## config.mk

```make
export PLATFORM = sky130hd
export DESIGN_NAME = rf_port_arbiter
export DESIGN_NICKNAME = d
export VERILOG_FILES = /design/src/rtl/rf_port_arbiter.sv
export SDC_FILE = /design/constraint.sdc
export NUM_CORES = 1
export LEC_CHECK = 0
export BUFFER_PORTS_ARGS = -buffer_cell sky130_fd_sc_hd__buf_2
export CAP_MARGIN = 40
export CELL_PAD_IN_SITES_DETAIL_PLACEMENT = 1
export CELL_PAD_IN_SITES_GLOBAL_PLACEMENT = 2
export CORE_ASPECT_RATIO = 1.75
export CORE_MARGIN = 10
export CORE_UTILIZATION = 28
export CTS_CLUSTER_SIZE = 25
export DETAILED_ROUTE_END_ITERATION = 10
export GPL_TIMING_DRIVEN = 0
export PLACE_DENSITY = 0.86
export REMOVE_ABC_BUFFERS = 1
export SETUP_SLACK_MARGIN = 0.05
export SLEW_MARGIN = 40
export SYNTH_ARGS = -nofsm -noshare
export SYNTH_HDL_FRONTEND = slang
export SYNTH_SLANG_ARGS = --single-unit
export TNS_END_PERCENT = 20
```

## constraint.sdc

```tcl
create_clock -name clk -period 2.45 [get_ports clk]
set_input_delay 0.3675 -clock clk [delete_from_list [all_inputs] [get_ports clk]]
set_output_delay 0.3675 -clock clk [all_outputs]
set_load 0.01 [all_outputs]
```

## src/rtl/rf_port_arbiter.sv

```systemverilog
// Shares the register file's single read port between decode and the debug host, with write-back bypass.
// Grant is combinational, read data lands one cycle later; a starved debug request wins after STARVE_MAX waits.
module rf_port_arbiter #(
  parameter int DATA_W     = 8,
  parameter int ADDR_W     = 3,
  parameter int STARVE_MAX = 4
) (
  input  logic              clk,
  input  logic              rst,
  input  logic              dec_req,
  input  logic [ADDR_W-1:0] dec_addr,
  output logic              dec_gnt,
  output logic              dec_rvalid,
  output logic [DATA_W-1:0] dec_rdata,
  input  logic              dbg_req,
  input  logic [ADDR_W-1:0] dbg_addr,
  output logic              dbg_gnt,
  output logic              dbg_rvalid,
  output logic [DATA_W-1:0] dbg_rdata,
  input  logic              wb_en,
  input  logic [ADDR_W-1:0] wb_addr,
  input  logic [DATA_W-1:0] wb_data,
  output logic [ADDR_W-1:0] rf_rdreg,
  input  logic [DATA_W-1:0] rf_rdt,
  output logic              stall
);

  if (STARVE_MAX < 1 || STARVE_MAX > 15) begin : g_bad_starve
    $error("STARVE_MAX must be within 1..15");
  end

  localparam logic [3:0] STARVE_LIM = 4'(STARVE_MAX);

  logic [3:0]        r_cnt;
  logic              r_dec_rvalid;
  logic              r_dbg_rvalid;
  logic [DATA_W-1:0] r_dec_rdata;
  logic [DATA_W-1:0] r_dbg_rdata;

  logic              w_force;
  logic              w_dec_gnt;
  logic              w_dbg_gnt;
  logic [ADDR_W-1:0] w_rdreg;
  logic [DATA_W-1:0] w_rd_dat;

  // Grants are gated by rst so nothing is offered to the pipeline while reset is held.
  assign w_force   = dbg_req && (r_cnt == STARVE_LIM);
  assign w_dbg_gnt = rst && dbg_req && (w_force || !dec_req);
  assign w_dec_gnt = rst && dec_req && !w_force;

  always_comb begin
    w_rdreg = '0;
    if (w_dec_gnt) begin
      w_rdreg = dec_addr;
    end else if (w_dbg_gnt) begin
      w_rdreg = dbg_addr;
    end
  end

  // A write-back to the address being read this cycle is newer than the file contents.
  assign w_rd_dat = (wb_en && (wb_addr == w_rdreg)) ? wb_data : rf_rdt;

  always_ff @(posedge clk or negedge rst) begin
    if (!rst) begin
      r_cnt        <= '0;
      r_dec_rvalid <= 1'b0;
      r_dbg_rvalid <= 1'b0;
      r_dec_rdata  <= '0;
      r_dbg_rdata  <= '0;
    end else begin
      if (w_dbg_gnt || !dbg_req) begin
        r_cnt <= '0;
      end else if (r_cnt < STARVE_LIM) begin
        r_cnt <= r_cnt + 4'd1;
      end
      r_dec_rvalid <= w_dec_gnt;
      r_dbg_rvalid <= w_dbg_gnt;
      if (w_dec_gnt) begin
        r_dec_rdata <= w_rd_dat;
      end
      if (w_dbg_gnt) begin
        r_dbg_rdata <= w_rd_dat;
      end
    end
  end

  assign dec_gnt    = w_dec_gnt;
  assign dbg_gnt    = w_dbg_gnt;
  assign rf_rdreg   = w_rdreg;
  assign stall      = rst && dec_req && !w_dec_gnt;
  assign dec_rvalid = r_dec_rvalid;
  assign dbg_rvalid = r_dbg_rvalid;
  assign dec_rdata  = r_dec_rdata;
  assign dbg_rdata  = r_dbg_rdata;

endmodule

```

# After elaboration in Yosys (flattened, before gate mapping)
# Index checks and enable logic that the tools add are counted.
[op_classes] add_sub_neg=1 order_cmp=1 eq_ne=2 n_mux=5 reduce_logical=14
[ops] op="4-bit two-way mux" count=2
[ops] op="8-bit two-way mux" count=1
[ops] op="1-bit logical AND" count=7
[ops] op="3-bit two-way mux" count=2
[ops] op="4-bit by 1-bit adder with 4-bit output, second input constant" count=1
[ops] op="4-bit by 3-bit equality test with 1-bit output, second input constant" count=1
[ops] op="1-bit logical NOT" count=4
[ops] op="4-bit by 3-bit < comparator with 1-bit output, second input constant" count=1
[ops] op="3-bit equality test" count=1
[ops] op="1-bit logical OR" count=2
[ops] op="2-bit nonzero test" count=1
[word_totals] regBits=22 in_bits=30 output_inout_bits=24 elab_cells=28

# Longest topological paths before layout
# Gate-level depths: netlist of the first run.
[logic_depth] depth_word=9 mapped_depth=9 ltp_nobuf=8

# Least setup slack after synthesis of the first run
# Ideal clock, no wire load.
[synth_timing] path_type="flip-flop to output port" start="reg r_cnt[0]" end="out rf_rdreg[1]" arrival_ps=1562 setup_slack_ps=521 path_stages_with_launch=8 path_buffers=1 cell_sequence="dfrtp_1 inv_1 ha_1 nand4b_2 nand2_1 inv_2 buf_4 a21o_1"
[synth_between] word_cells_on_any_way=8
[synth_rtl] element="from (decl)" line="34" source="logic [3:0] r_cnt;"
[synth_rtl] element="from (signal assigned)" line="74" source="r_cnt <= r_cnt + 4'd1;"
[synth_rtl] element="4-bit by 3-bit equality test with 1-bit output" line="47" source="assign w_force = dbg_req && (r_cnt == STARVE_LIM);"
[synth_rtl] element="1-bit logical AND" line="47"
[synth_rtl] element="1-bit logical NOT" line="49" source="assign w_dec_gnt = rst && dec_req && !w_force;"
[synth_rtl] element="1-bit logical AND" line="49"
[synth_rtl] element="named net dec_gnt" line="12" source="output logic dec_gnt,"
[synth_rtl] element="3-bit two-way mux" line="53" source="if (w_dec_gnt) begin"
[synth_rtl] element="to (decl)" line="23" source="output logic [ADDR_W-1:0] rf_rdreg,"
# The timed path passes the listed nets, and every way through them passes these cells.

# Final worst setup path of the first run
[layout_timing] start="reg r_cnt[0]" end="out rf_rdreg[1]"
[layout_between] elab_chain_len=6 word_cells_on_any_way=8
[layout_rtl] element="4-bit by 3-bit equality test with 1-bit output (*)" line="47"
[layout_rtl] element="1-bit logical AND (*)" line="47"
[layout_rtl] element="1-bit logical OR" line="48" source="assign w_dbg_gnt = rst && dbg_req && (w_force || !dec_req);"
[layout_rtl] element="1-bit logical AND" line="48"
[layout_rtl] element="3-bit two-way mux" line="55" source="end else if (w_dbg_gnt) begin"
[layout_rtl] element="3-bit two-way mux (*)" line="53"
# Mark *: on every way between the ends. The rest lies on a longest branch, timed or not.

==> results of run 1 <==
## sequential cells by signal, indices dropped and copies added (netlist names)
name        cells
dbg_rvalid      1
dec_rdata       8
dbg_rdata       8
r_cnt           4
dec_rvalid      1
## cells by family (layout without fill, tap and decap cells)
| group | count (synthesis) | after routing | synth area share, % |
|---|---|---|---|
| fa+ha+maj | 2 | 2 | 1.80 |
| compound gates | 30 | 30 | 23.2 |
| xor+xnor | 1 | 1 | 0.631 |
| simple gates | 73 | 73 | 28.5 |
| flops | 22 | 22 | 39.6 |
| buf+inv | 13 | 66 | 6.22 |
## power by group
part / switching [mW] / leakage [nW] / internal [mW]
clock: 0.133 / 0.0357 / 0.219
sequential: 0.0277 / 0.279 / 0.415
combinational: 0.169 / 0.557 / 0.126
## metal layers
metal,up-vias,track usage (%),wire (um)
li1,610,-,-
met1,624,10.4,1440
met2,22,20.9,2690
met3,2,3.32,253
met4,0,3.44,32
met5,-,0,0
## synth_stat cells, types with 2 or more instances
cell      count
o211ai_2     16
nand2_1      38
a31o_1        2
nand3_2      11
a21oi_1       5
a21o_1        2
buf_6         3
dfrtp_1      22
o221ai_2      2
inv_1         4
nand4_1       4
nor2_1        5
ha_1          2
buf_4         4
nand3_1       9
## critical path, cell delays in order (launching register included)
cell and delay (ps):
dfrtp_1 420, inv_1 70, ha_1 190, nand4b_2 260, nand2_4 170, inv_2 180, a21o_1 220, buf_2 130
## layout make-up
| class | instances | area, um2 |
|---|---|---|
| multi-input cells | 106 | 772 |
| clock buffers | 3 | 41.3 |
| inverters | 6 | 30.0 |
| flip-flops and latches | 22 | 551 |
| repair buffers | 56 | 318 |
| clock inverters | 1 | 30.0 |
| well taps | 52 | 65.1 |
| fillers | 556 | 2940 |
## timing repair
| item | CTS | global route |
|---|---|---|
| setup endpoints to repair | 12 | 1 |
| cloned | 0 | 0 |
| resized for setup | 6 | 2 |
| setup buffers | 1 | 0 |
| pin swaps | 1 | 0 |
| hold endpoints to repair | 0 | 0 |
## cells in the final DEF (no fill, tap or decap)
master     count
a21o_1         2
a21oi_1        5
a31o_1         2
and2_1         1
and3b_1        1
and4b_1        1
buf_16         1
buf_2         52
buf_4          2
buf_8          1
bufinv_16      1
clkbuf_8       3
dfrtp_1       22
ha_1           2
inv_1          4
inv_2          1
inv_8          1
nand2_1       37
nand2_4        1
nand3_1        8
nand3_2       11
nand3_4        1
nand3b_1       1
nand4_1        4
nand4b_2       1
nor2_1         5
nor2b_1        1
o2111ai_1      1
o211ai_2      16
o211ai_4       1
o21ai_0        1
o221ai_2       2
xnor2_1        1
## path summary, 6_finish.rpt
| check | slack (ps) | cells past startpoint | start | end |
|---|---|---|---|---|
| max | 170 | 7 | r_cnt[0]$_DFFE_PN0P_ | rf_rdreg[1] |
| min | 4 | 1 | rst | dbg_rvalid$_DFF_PN0_ |
| max reg2reg | 300 | 9 | r_cnt[0]$_DFFE_PN0P_ | dec_rdata[1]$_DFFE_PN0P_ |
| min in group clk | 340 | 3 | rf_rdt[5] | dbg_rdata[5]$_DFFE_PN0N_ |
| max in group asynchronous | 2160 | 1 | rst | dbg_rdata[2]$_DFFE_PN0N_ |
| min reg2reg | 500 | 2 | dbg_rdata[5]$_DFFE_PN0N_ | dbg_rdata[5]$_DFFE_PN0N_ |
## through the flow
step                      instances  util [%]  worst slack (ps)  setup TNS, ps
after floorplan                 134         -               140              0
after global placement          239      34.9              -494          -8100
after detailed placement        241      35.8              -286          -1060
after CTS                       246      37.8               109              0
after global routing            246      38.1              50.5              0
final                           246      38.1               171              0
==> results.py, run 1 <==
metrics = {
    "run_status": {
        "status": "finished clean",
    },
    "global_routing": {
        "first_global_vias": 1391,
        "overflow": 0,
        "antenna_found_initial": 0,
        "grtUsageTotal_pct": 10.9,
        "grt_pass1_wl_um": 7200,
        "grt_start_max_net_pins": 30,
    },
    "timing": {
        "worst_hold_slack_ps": 3.73,
        "worst_pin_slew_ps": 410,
        "skew_ps": 8.36,
        "min_period_over_period_pct": 93.0,
        "hold_violations": 0,
        "rsz0062_at_grt": "no",
        "finalSetupViolations": 0,
        "clock.fmax_mhz": 439,
        "fin_crit_ps": 2280,
        "drv_slew": 0,
        "slew_headroom_pct": 72.6,
    },
    "clocking": {
        "clk_latency_ps": 270,
        "cts_max_level": 1,
        "clkTransAtPathRegs_ps": 90,
        "tritoncts": "built",
        "clock_path_buffers": 2,
        "hold_buffers": 0,
        "cts.sinks": 22,
        "clockRootBuffer": "clkbuf_8",
        "numCtsBuffers": 3,
    },
    "placement": {
        "place_area_um2": 1700,
        "io_buffers": 53,
        "dp_hpwl_um": 3430,
        "gp_congestion": 0.741,
    },
    "power_and_ir_drop": {
        "p_leak_nw": 0.872,
        "p_per_area_nw_per_um2": 603,
        "finalPower_mw": 1.09,
        "irDropWorstVdd_v": 0.000296,
    },
    "worst_setup_path": {
        "start_kind": "flop",
        "path_class": "flop to primary output",
        "cp.required_ps": 2080,
        "cp-end-kind": "primary output",
        "crit_fanout": 20,
        "arrival_ps": 1910,
    },
    "die": {
        "io_pins": 54,
        "dieArea_um2": 8290,
        "coreArea_um2": 4750,
        "fp.dieH_um": 113,
        "initial_utilization_pct": 29.2,
        "placementRows": 33,
        "die_w_um": 73.2,
    },
    "cells_and_area": {
        "final_cell_area_um2": 1810,
        "n_antenna_cell": 0,
        "drive_gt1_share_pct": 49.0,
        "fin_nets": 227,
        "synthToLayoutAreaGrowth_pct": 30.1,
    },
    "routing": {
        "first_pass_iters": 2,
        "first_iter_violations": 26,
        "num_vias": 1258,
        "drc": 0,
        "routed_wl_um": 4410,
        "via_per_inst": 5.11,
        "ant_nets": 0,
        "wire_per_inst_um": 17.9,
    },
    "job": {
        "cap_violations": 0,
    },
    "yosys": {
        "ys.flop_type": "dfrtp_1",
        "synth_top_area_share_pct": 39.6,
        "yosys-top-cells-area": "dfrtp_1, o211ai_2, nand2_1",
        "ys.warnings.count": 0,
        "syn-instance-count": 141,
        "avgSynthCellArea_um2": 9.85,
        "yosys.area.top_type": "dfrtp_1",
        "synth_edf_count": 0,
        "yosysSeqAreaShare_pct": 39.6,
        "ys_types": 27,
        "synthArstFlopShare_pct": 100,
        "synth_seq_cells": 22,
        "synth.cell_area_um2": 1390,
    },
    "worst_hold_path": {
        "hold_path_class": "primary input to async pin",
    },
}
(Power assumes the default switching activity.)
==> run 2: changes to the inputs <==
Clock period 2.45 ns to 2.1 ns, I/O delays scaled along.
==> results.py, run 2 (synthesis gave the netlist of run 1 again) <==
metrics = {
    "worst_setup_path": {
        "arrival_ps": 2200,
        "crit_fanout": 8,
        "start_kind": "flop",
        "path_class": "flop to flop",
        "cp.required_ps": 2260,
        "cp-end-kind": "flop",
        "reg2reg_slack_ps": 60,
    },
    "clocking": {
        "numCtsBuffers": 3,
        "clock_path_buffers": 2,
        "clockRootBuffer": "clkbuf_8",
        "tritoncts": "built",
        "cts_max_level": 1,
        "cts.sinks": 22,
        "clkTransAtPathRegs_ps": 90,
        "clk_latency_ps": 270,
    },
    "die": {
        "placementRows": 33,
        "coreArea_um2": 4750,
        "initial_utilization_pct": 29.2,
        "die_w_um": 73.2,
        "io_pins": 54,
        "dieArea_um2": 8290,
        "fp.dieH_um": 113,
    },
    "routing": {
        "first_iter_violations": 60,
        "routed_wl_um": 4850,
        "first_pass_iters": 3,
        "num_vias": 1339,
        "drc": 0,
        "via_per_inst": 5.17,
        "wire_per_inst_um": 18.7,
        "ant_nets": 0,
    },
    "cells_and_area": {
        "n_antenna_cell": 0,
        "drive_gt1_share_pct": 58.5,
        "synthToLayoutAreaGrowth_pct": 44.9,
        "fillers": 550,
        "final_cell_mix": "buf_2, nand2_1, dfrtp_1, nand3_2, o211ai_2",
        "fin_nets": 240,
        "postLayoutCoreUtil_pct": 42.4,
        "final_cell_area_um2": 2010,
        "final_common_cell": "buf_2",
        "fin_cells": 259,
    },
    "job": {
        "cap_violations": 0,
    },
    "placement": {
        "dp_hpwl_um": 3430,
        "gp_congestion": 0.741,
        "place_area_um2": 1700,
        "placedCellCount": 241,
        "pre_cts_ws_ps": -531,
        "io_buffers": 53,
    },
    "global_routing": {
        "grt_pass1_wl_um": 7490,
        "antenna_found_initial": 0,
        "use_met2_pct": 21.0,
        "grt_start_max_net_pins": 23,
        "busiest_layer": "met2",
        "overflow": 0,
        "first_global_vias": 1442,
        "grtUsageTotal_pct": 11.3,
        "met1_usage_pct": 11.0,
        "gr-usage-met3_pct": 3.41,
    },
    "timing": {
        "finalSetupViolations": 0,
        "rsz0062_at_grt": "yes",
        "slew_headroom_pct": 65.1,
        "clock.fmax_mhz": 489,
        "drv_slew": 0,
        "min_period_over_period_pct": 97.3,
        "worst_pin_slew_ps": 523,
        "setup_slack_ps": 57.0,
        "fin_crit_ps": 2040,
        "hold_violations": 0,
        "skew_ps": 3.94,
    },
    "power_and_ir_drop": {
        "p_per_area_nw_per_um2": 654,
        "p_leak_nw": 0.951,
        "irDropWorstVdd_v": 0.000348,
        "finalPower_mw": 1.32,
    },
    "worst_hold_path": {
        "hold_path_class": "primary input to async pin",
    },
    "run_status": {
        "status": "finished clean",
    },
}
-- run 2: cell types whose count changed in the layout (fill, tap and decap cells not counted), sizes merged --
cell    delta
buf       +11
clkbuf     +2
clkinv     +1
inv        -1
-- run 2: area by class of cell --
cell class,count,area [um2],area share (%)
Clock buffer,3,41.3,2.05
Clock inverter,1,30.0,1.49
Inverter,6,32.5,1.62
Multi-Input combinational cell,106,856,42.5
Sequential cell,22,551,27.4
Tap cell,52,65.1,3.23
Timing Repair Buffer,69,437,21.7
-- run 2: final timing paths --
kind,from,to,depth (start not counted)
min,rst,dbg_rvalid$_DFF_PN0_,2
max,r_cnt[1]$_DFFE_PN0P_,dbg_rdata[6]$_DFFE_PN0N_,10
max in group asynchronous,rst,dbg_rdata[3]$_DFFE_PN0N_,2
max reg2reg,r_cnt[1]$_DFFE_PN0P_,dbg_rdata[6]$_DFFE_PN0N_,10
min in group clk,rf_rdt[1],dbg_rdata[1]$_DFFE_PN0N_,3
min reg2reg,dec_rdata[7]$_DFFE_PN0P_,dec_rdata[7]$_DFFE_PN0P_,2
-- run 2: critical path, stage by stage (launching register included) --
cell and delay (ps):
dfrtp_1 400, inv_2 60, ha_4 170, and3b_2 240, o2111ai_4 240, and4b_1 270
o211ai_4 100, buf_4 160, clkbuf_16 160, nand3_2 70, o211ai_2 70
-- run 2: report_power, final --
part	internal (mW)	total, mW	switching, mW
Sequential	0.484	0.517	0.0335
Combinational	0.174	0.392	0.218
Clock	0.255	0.407	0.152
Total	0.913	1.32	0.403
-- run 2: what timing repair did --
item / CTS / global route
gates resized for setup: 12 / 16
hold buffers: 1 / 0
pin swaps: 4 / 7
setup buffers: 5 / 6
hold endpoints to repair: 22 / 0
cloned: 0 / 2
setup endpoints to repair: 21 / 19
-- run 2: layer usage --
layer / share of wire (%) / wire (um)
met5: 0 / 0
met4: 1.5 / 75
met3: 5.7 / 274
met2: 60 / 2930
met1: 32 / 1570
-- run 2: per-stage QoR --
step | hold slack [ps] | setup TNS [ps]
after floorplan | 19.4 | -2890
after global routing | 254 | -621
after CTS | 286 | 0
after global placement | 361 | -14080
after detailed placement | 371 | -7350
final | 208 | 0
==> run 3: changes to the inputs <==
Clock period 2.1 ns to 2 ns, I/O delays scaled along.
==> results.py, run 3 (synthesis gave the netlist of run 1 again) <==
metrics = {
    "die": {
        "coreArea_um2": 4750,
        "die_w_um": 73.2,
        "io_pins": 54,
        "fp.dieH_um": 113,
        "dieArea_um2": 8290,
        "placementRows": 33,
        "initial_utilization_pct": 29.2,
    },
    "worst_setup_path": {
        "cp.required_ps": 2160,
        "crit_start": "r_cnt[1]$_DFFE_PN0P_",
        "critical-path-slowest-cell": "dfrtp_1",
        "arrival_ps": 2140,
        "start_kind": "flop",
        "crit_fanout": 7,
        "slowest_delay_ps": 370,
        "timing.rr.end": "dbg_rdata[1]$_DFFE_PN0N_",
        "cp-end-kind": "flop",
        "reg2reg_depth": 10,
        "reg2reg_slack_ps": 20,
        "r2r-start": "r_cnt[1]$_DFFE_PN0P_",
        "path_class": "flop to flop",
        "crit_chain": "inv_2, ha_4, and3b_2, o2111ai_4, and4b_1, o211ai_4, buf_6, buf_12, nand3_2, o211ai_2",
    },
    "clocking": {
        "clockRootBuffer": "clkbuf_8",
        "tritoncts": "built",
        "cts.sinks": 22,
        "clk_latency_ps": 270,
        "numCtsBuffers": 3,
        "clock_path_buffers": 2,
        "clkTransAtPathRegs_ps": 90,
        "cts_max_level": 1,
    },
    "routing": {
        "ant_nets": 0,
        "first_pass_iters": 4,
        "drc": 0,
        "routed_wl_um": 4970,
        "first_iter_violations": 56,
        "num_vias": 1341,
        "via_per_inst": 5.16,
        "wire_per_inst_um": 19.1,
    },
    "cells_and_area": {
        "final_common_cell": "buf_2",
        "final_cell_area_um2": 2100,
        "final_cell_mix": "buf_2, nand2_1, dfrtp_1, o211ai_2, nand3_2",
        "postLayoutCoreUtil_pct": 44.2,
        "synthToLayoutAreaGrowth_pct": 51.1,
        "fillers": 537,
        "n_antenna_cell": 0,
        "fin_nets": 241,
        "drive_gt1_share_pct": 58.7,
    },
    "placement": {
        "pre_cts_ws_ps": -604,
        "io_buffers": 53,
        "dp_hpwl_um": 3430,
        "gp_congestion": 0.741,
        "place_area_um2": 1700,
    },
    "global_routing": {
        "overflow": 0,
        "grt_pass1_wl_um": 7810,
        "antenna_found_initial": 0,
        "grtUsageTotal_pct": 11.9,
        "first_global_vias": 1525,
        "grt_start_max_net_pins": 23,
    },
    "timing": {
        "setup_slack_ps": 16.7,
        "skew_ps": 5.63,
        "fin_crit_ps": 1980,
        "finalSetupViolations": 0,
        "rsz0062_at_grt": "yes",
        "drv_slew": 0,
        "hold_violations": 0,
        "min_period_over_period_pct": 99.2,
        "worst_pin_slew_ps": 520,
        "fin_tns_setup_ps": 0,
        "slew_headroom_pct": 65.3,
        "clock.fmax_mhz": 504,
    },
    "run_status": {
        "status": "finished clean",
    },
    "job": {
        "cap_violations": 0,
    },
    "worst_hold_path": {
        "hold_path_class": "primary input to async pin",
    },
    "power_and_ir_drop": {
        "p_leak_nw": 0.978,
        "irDropWorstVdd_v": 0.000365,
        "p_per_area_nw_per_um2": 670,
    },
}
-- run 3: cell count changes in the layout (fill, tap and decap cells not counted) --
cell	delta
buf_12	+1
buf_16	+2
buf_4	-2
buf_6	+1
clkbuf_16	-1
inv_6	-1
inv_8	+1
nand3_2	-5
nand3_4	+5
-- run 3: how the worst max path moves through the flow --
stage / to / slack (ps) / cells after the start
2_1_floorplan: dbg_rdata[0]$_DFFE_PN0N_ / -310 / 8
3_3_place_gp: dec_rdata[0]$_DFFE_PN0P_ / -880 / 7
3_5_place_dp: dbg_gnt / -600 / 7
4_1_cts: dec_rdata[6]$_DFFE_PN0P_ / -5 / 10
5_1_grt: dec_rdata[2]$_DFFE_PN0P_ / -90 / 10
6_report: dbg_rdata[1]$_DFFE_PN0N_ / 20 / 10
-- run 3: metal layers --
| layer | GRT usage (%) | vias to the layer above | routed length [um] |
|---|---|---|---|
| met5 | 0 | - | 0 |
| met4 | 4.33 | 0 | 54 |
| met3 | 3.41 | 4 | 260 |
| met2 | 22.4 | 24 | 3080 |
| met1 | 11.4 | 676 | 1570 |
| li1 | - | 637 | - |
-- run 3: area by class of cell --
| cell class | count | area, um2 | area share, % |
|---|---|---|---|
| clock buffer | 3 | 41.3 | 1.97 |
| multi-input combinational | 106 | 893 | 42.6 |
| tap | 52 | 65.1 | 3.10 |
| clock inverter | 1 | 30.0 | 1.43 |
| sequential | 22 | 551 | 26.2 |
| inverter | 6 | 35.0 | 1.67 |
| timing repair buffer | 70 | 483 | 23.0 |
-- run 3: per-stage QoR --
stage / instances / hold slack, ps / power, mW
final: 260 / 203 / 1.41
after detailed placement: 241 / 356 / 0.917
after global placement: 239 / 346 / 0.896
after floorplan: 134 / 4.41 / 0.742
after global routing: 260 / 245 / 1.49
after CTS: 255 / 274 / 1.39
-- run 3: critical path, delay by kind of cell, from the launching register on --
kind            cells  cell delay [ps]
fa+ha+maj           1              160
simple gates        3              580
compound gates      3              410
buf+inv             3              350
flops               1              370
-- run 3: where the power goes --
| part | internal [mW] | switching (mW) |
|---|---|---|
| clock | 0.268 | 0.159 |
| combinational | 0.197 | 0.240 |
| sequential | 0.508 | 0.0340 |
-- run 3: timing repair --
item,4_1_cts,5_1_grt
cloned,1,1
hold endpoints to repair,22,0
buffers inserted,8,4
resized for setup,17,19
pin swaps,7,23
hold buffers,1,0
endpoints found under the setup margin,22,20
